`src/rtl/sevenseg_scan.sv`:
```
// Time-multiplexed 4-digit seven-segment driver with per-slot blanking,
// frame-coherent input latching and optional leading-zero suppression.
module sevenseg_scan #(
  parameter int unsigned SLOT_CYCLES  = 100000,
  parameter int unsigned BLANK_CYCLES = 1000
) (
  input  logic        clock,
  input  logic        reset,
  input  logic        enable,
  input  logic [15:0] value,
  input  logic [3:0]  dp,
  input  logic        blank_zero,
  output logic [7:0]  seg,
  output logic [3:0]  anode,
  output logic        frame_start
);

  localparam int unsigned CNT_W = $clog2(SLOT_CYCLES);
  localparam logic [CNT_W-1:0] SLOT_LAST = CNT_W'(SLOT_CYCLES - 1);
  localparam logic [CNT_W-1:0] BLANK_END = CNT_W'(BLANK_CYCLES);

  typedef enum logic [1:0] {PH_OFF, PH_BLANK, PH_DRIVE} phase_t;

  typedef struct packed {
    logic [15:0] value;
    logic [3:0]  dp;
    logic        blank_zero;
  } frame_t;

  logic [CNT_W-1:0] slot_cnt, slot_cnt_nxt;
  logic [1:0]       dig, dig_nxt;
  frame_t           shadow, shadow_nxt;
  logic [7:0]       seg_nxt;
  logic [3:0]       anode_nxt;
  logic             frame_start_nxt;

  phase_t           phase;
  frame_t           cur;
  logic [3:0]       nib;
  logic             suppress;

  // Active-low segment pattern {g,f,e,d,c,b,a} for one hex nibble.
  function automatic logic [6:0] hex7(input logic [3:0] n);
    logic [6:0] s;
    case (n)
      4'h0:    s = 7'h40;
      4'h1:    s = 7'h79;
      4'h2:    s = 7'h24;
      4'h3:    s = 7'h30;
      4'h4:    s = 7'h19;
      4'h5:    s = 7'h12;
      4'h6:    s = 7'h02;
      4'h7:    s = 7'h78;
      4'h8:    s = 7'h00;
      4'h9:    s = 7'h10;
      4'hA:    s = 7'h08;
      4'hB:    s = 7'h03;
      4'hC:    s = 7'h46;
      4'hD:    s = 7'h21;
      4'hE:    s = 7'h06;
      default: s = 7'h0E;
    endcase
    return s;
  endfunction

  // Slot/digit sequencing, frame capture and output decode.
  always_comb begin
    slot_cnt_nxt    = '0;
    dig_nxt         = '0;
    shadow_nxt      = shadow;
    frame_start_nxt = 1'b0;
    seg_nxt         = 8'hFF;
    anode_nxt       = 4'hF;
    phase           = PH_OFF;
    cur             = shadow;
    nib             = 4'h0;
    suppress        = 1'b0;

    if (enable) begin
      frame_start_nxt = (dig == 2'd0) && (slot_cnt == '0);
      if (frame_start_nxt) begin
        shadow_nxt.value      = value;
        shadow_nxt.dp         = dp;
        shadow_nxt.blank_zero = blank_zero;
      end
      // Decode from the captured frame so the first output cycle already uses it.
      cur   = shadow_nxt;
      phase = (slot_cnt < BLANK_END) ? PH_BLANK : PH_DRIVE;
      if (slot_cnt == SLOT_LAST) begin
        slot_cnt_nxt = '0;
        dig_nxt      = dig + 2'd1;
      end else begin
        slot_cnt_nxt = slot_cnt + CNT_W'(1);
        dig_nxt      = dig;
      end
    end

    nib = cur.value[{dig, 2'b00} +: 4];
    case (dig)
      2'd1:    suppress = cur.blank_zero && (cur.value[15:4]  == 12'h000);
      2'd2:    suppress = cur.blank_zero && (cur.value[15:8]  == 8'h00);
      2'd3:    suppress = cur.blank_zero && (cur.value[15:12] == 4'h0);
      default: suppress = 1'b0;
    endcase

    if (phase == PH_DRIVE) begin
      if (!suppress) begin
        anode_nxt = ~(4'b0001 << dig);
        seg_nxt   = {~cur.dp[dig], hex7(nib)};
      end else if (cur.dp[dig]) begin
        anode_nxt = ~(4'b0001 << dig);
        seg_nxt   = 8'h7F;
      end
    end
  end

  always_ff @(posedge clock or negedge reset) begin
    if (!reset) begin
      slot_cnt    <= '0;
      dig         <= 2'd0;
      shadow      <= '0;
      seg         <= 8'hFF;
      anode       <= 4'hF;
      frame_start <= 1'b0;
    end else begin
      slot_cnt    <= slot_cnt_nxt;
      dig         <= dig_nxt;
      shadow      <= shadow_nxt;
      seg         <= seg_nxt;
      anode       <= anode_nxt;
      frame_start <= frame_start_nxt;
    end
  end

endmodule

```
`config.mk`:
```
export PLATFORM = sky130hd
export DESIGN_NAME = sevenseg_scan
export DESIGN_NICKNAME = d
export VERILOG_FILES = /design/src/rtl/sevenseg_scan.sv
export SDC_FILE = /design/constraint.sdc
export NUM_CORES = 1
export LEC_CHECK = 0
export CAP_MARGIN = 30
export CORE_ASPECT_RATIO = 0.9
export CORE_MARGIN = 3
export CORE_UTILIZATION = 25
export DETAILED_ROUTE_END_ITERATION = 8
export HOLD_SLACK_MARGIN = 0.05
export PLACE_DENSITY = 0.54
export SLEW_MARGIN = 20
export SYNTH_ARGS = -nofsm -noshare
export SYNTH_HDL_FRONTEND = slang
export SYNTH_SLANG_ARGS = --single-unit
```
`constraint.sdc`:
```
create_clock -name clock -period 3.9 [get_ports clock]
set_input_delay 0.975 -clock clock [delete_from_list [all_inputs] [get_ports clock]]
set_output_delay 0.975 -clock clock [all_outputs]
set_load 0.01 [all_outputs]
```
== Word level (Yosys, flattened, before mapping) ==
Memories as Yosys holds them, arrays and structs flattened.
Index checks and enable logic that the tools add are counted.
Word-level totals
  input port bits: 24
  ROM bits: 112
  memories: 1
  flip-flop bits (word level): 53
  output and inout port bits: 13
Memories
  (no name shown): words 16, bits a word 7, read ports 1, clocked after Yosys merged registers in 0, write ports 0, line 45  | case (n)
Cells by class
  equality and inequality tests: 6
  bitwise gates (word level): 2
  reduce and logical (&&, ||, !) cells: 9
  muxes and demuxes: 18
  order comparisons: 2
  shift-type cells: 2
  add/sub/neg operators: 2
Operator list (count)
  21-bit 2-to-1 mux: 2
  17-bit 2-to-1 mux: 2
  8-bit 2-to-1 mux: 3
  17-bit by 1-bit adder with 17-bit output (second input constant): 1
  17-bit == test (second input constant): 1
  17-bit logical NOT: 1
  17-bit by 10-bit < comparator with 1-bit output (second input constant): 1
  16-bit by 5-bit indexed part select with 4-bit output: 1
  12-bit logical NOT: 1
  4-bit 2-to-1 mux: 3
  8-bit logical NOT: 1
  2-bit 2-to-1 mux: 4
  2-bit == test (second input constant): 3
  1-bit logical AND: 4
  4-bit logical NOT: 1
  4-bit inverter: 1
  1-bit by 2-bit left shift with 4-bit output (first input constant): 1
  2-bit by 3-bit < comparator with 1-bit output (second input constant): 1
  1-bit case mux with 3 select lines: 1
  2-bit by 1-bit adder with 2-bit output (second input constant): 1
  1-bit binary-select mux with 2-bit select: 1
  2-bit by 1-bit == test with 1-bit output (second input constant): 1
  2-bit logical NOT: 1
  1-bit 2-to-1 mux: 2
  other kinds (2): 2

== Logic depth before layout (Yosys ltp) ==
  depth after elaboration: 9
  gate-level depth with buffers: 14
  mapped depth without buffers: 12

== Worst setup path after synthesis ==
OpenSTA, ideal clock, no wires.
  path kind: input port to flip-flop
  from: in enable
  to: reg seg[3]
  data arrival time: 3.073 ns
  setup time: 0.089 ns
  buffers on the path: 1
  slack: 0.738 ns
  stages on the path: 12
  cell sequence: nor4b_4 > nand4_4 > nor2_4 > buf_6 > mux4_2 > mux2i_1 > inv_1 > ha_1 > inv_1 > a21oi_1 > a2111oi_2 > a31oi_1
On the way
  cells in the longest elaborated chain, start to end: 6
  elaborated cells between the ends (all ways): 14
RTL lines
  start: declaration: line 9  | input logic enable,
  branches (longest 5 deep; another with memory read 16 x 7 bit)
  8-bit 2-to-1 mux *: line 106  | if (phase == PH_DRIVE) begin
  net seg_nxt[3]: line 33  | logic [7:0] seg_nxt;
  end signal: assignment: line 129  | seg <= seg_nxt;
  end: declaration: line 13  | output logic [7:0] seg,
Mark *: on every way through the listed nets, which the timed path passes.
A chain may end at the register's enable or synchronous reset.

== Worst setup path in the final report ==
Ends and elaborated chain as after synthesis.

==> run metrics <==
Final ANT Viol Nets=0; reg2reg path depth=12; cts repair resizes=0; CP arrival=3.64 ns; gr usage total=0.105; Yosys top cell area share=0.338; CP Depth=12; Max-Cap Viols=0; leading cell type in the layout, fill and taps excluded=dfrtp_1; P per Cell Area=approximately 380 nW/um2; worst slew pin tran=approximately 0.72 ns; maximum clock path buffer count=2; worst vdd ir=0.195 mV; CTS clk-pin slew, worst paths=0.07 ns; overall routed net length=6.79 mm; worst-path cell chain=clkdlybuf4s50_1 -> nor4b_4 -> nand4_4 -> nor2_4 -> mux4_2 -> mux2i_1 -> inv_1 -> ha_1 -> inv_1 -> a21oi_1 -> a2111oi_2 -> a31oi_1; CP top delay family=simple AND/OR/NAND/NOR gates; vias=2180; global-route wire length before repair=11.1 mm; final setup fails=0; Clock Sinks=53; Worst Hold Depth=1; WHS=between 0.5 and 0.6 ns; asr flop ratio synth=1.00; Setup crit end kind=register; Detailed Route Iter0 Violations=146; Leak=1.51 nW; first drt pass iteration count=6; Syn Area/Cell=10.9 um2; final worst path period need=about 3.4 ns; Slowest Stage Delay on Critical Path=just under 0.5 ns; worst path required time=4.11 ns; Synth area leaders=dfrtp_1, dfstp_2, mux2_2, mux4_2, ha_1; pin count of the biggest net entering global routing=33; Num CTS Buffers=5; TritonCTS clock tree=built; remaining global-route overflow=0; DRC=0; DIE WIDTH=122 um; most frequent cells in the layout=dfrtp_1, clkdlybuf4s50_1, nand2_1, nor2_1, inv_1; routability cong.=0.820; synth warn=0; final hold vios=0; io pins=37; vias per inst=4.53; main flop type after synthesis=dfrtp_1; die area=13500 um2; critical path class=in -> reg; Initial Utilization=0.261; r2r startpoint=dig[1]; fin util=0.322; cells after synthesis=279; Slew HR=0.516; startpoint types=input port; worst skew pair latency=~0.3 ns; initial antenna violation count=0; Placed Instances=473; Routed wire per std cell=between 10 and 15 um; Ant. Diodes=0; postcts setup bufs=0; hold buffer count at cts=0; number of synthesized flops with an enable pin=0; Max Slew Vio Count=0; Netlist cell types=51; Max Freq=0.291 GHz; post-detail-place hpwl=5.21 mm; H-tree levels=2; Final Skew=0.00881 ns; worst hold path class=reg -> reg; vias in the first global route=approximately 2100; most used cell, CP=inv_1; Root Driver=clkbuf_16; Port Buf Inserts=36; final cell count without fillers=481; Power Total=1.43 mW; sequential cell area fraction in the yosys report=0.441; Worst Hold Launch=shadow[3]; Synth area leader=dfrtp_1; outcome=complete, no violations; CP Max Fanout=15; syn_nets=315; Tcrit/Tclk final=0.881; RSZ-0062 raised after global routing=false; Synth Register Bits=53; Placement Rows=37; Worst Path Buf+Inv=3; Die H=111 um; mapped cell area=3040 um2; CP startpoint=enable; Area Growth Syn to Fin=23.5%; core box area=11700 um2; Fin Setup TNS=0 ns; layout cells sized above 1=0.218; critical path's slowest cell=clkdlybuf4s50_1; nets@finish=360
power breakdown:
| part | internal, mW | leakage (nW) | switching [mW] |
|---|---|---|---|
| Combinational | 0.167 | 0.796 | 0.168 |
| Clock | 0.240 | 0.0671 | 0.208 |
| Sequential | 0.610 | 0.652 | 0.0386 |
cells by family (layout without fill, tap and decap cells):
| group | count (synthesis) | in the layout | share of synthesized area |
|---|---|---|---|
| AO/OA/AOI/OAI | 38 | 38 | 0.0893 |
| flip-flops | 53 | 53 | 0.441 |
| buffers and inverters | 30 | 76 | 0.0465 |
| adder cells (fa/ha/maj) | 12 | 12 | 0.0494 |
| XOR/XNOR | 16 | 16 | 0.0461 |
| AND/OR/NAND/NOR | 97 | 97 | 0.178 |
| multiplexers | 33 | 33 | 0.149 |
cell type report:
class,instances,area (um2)
Multi-Input combinational cell,196,1560
Sequential cell,53,1340
Tap cell,156,195
Clock inverter,2,16.3
Timing Repair Buffer,47,438
Clock buffer,6,129
Fill cell,1185,7910
Inverter,21,78.8
flip-flops by register name, indices dropped and copies added (netlist names):
name,cells
anode,4
seg,8
frame_start,1
slot_cnt,17
dig,2
shadow,21
stage by stage:
stage / instance area (um2) / worst slack [ns]
final: 3750 / 0.464
after global routing: 3750 / 0.266
after CTS: 3750 / 0.444
after detailed placement: 3610 / 0.130
after global placement: 3610 / 0.198
after floorplan: 3040 / 0.738
path summary, 6_finish.rpt:
| path | to | slack (ns) |
|---|---|---|
| min reg2reg | shadow[3] | 0.50 |
| min in group asynchronous | slot_cnt[7] | 0.72 |
| max in group asynchronous | shadow[14] | 2.42 |
| max reg2reg | seg[3] | 0.83 |
| max | seg[3] | 0.46 |
| min | shadow[3] | 0.50 |
synthesized netlist by cell type, types with 2 or more instances:
library cell,instances
buf_6,3
mux2i_1,6
nor4_1,4
mux2_2,17
inv_1,20
and3_1,3
or4_1,2
nand4_1,3
a21oi_1,8
buf_2,5
o21ai_1,2
and2_1,6
o31a_1,2
a22oi_1,3
a211oi_2,2
o211ai_1,2
ha_1,12
dfrtp_1,41
o221ai_1,2
nor4b_1,2
nand2b_1,3
o21ai_0,6
xnor2_1,9
nor3_1,4
mux4_2,8
nand3_1,7
mux2_1,2
nor2_1,24
dfstp_2,12
or3_1,3
nand2_1,26
o21ai_2,3
a31oi_1,3
xor2_1,7
routing by layer:
layer	global-route usage	up-vias	wire (um)
met3	0.0241	7	229
met4	0.0381	0	106
met1	0.142	1063	3330
li1	-	1069	-
met5	0	-	0
met2	0.162	41	3120
Power figures use the tool's default switching activity.
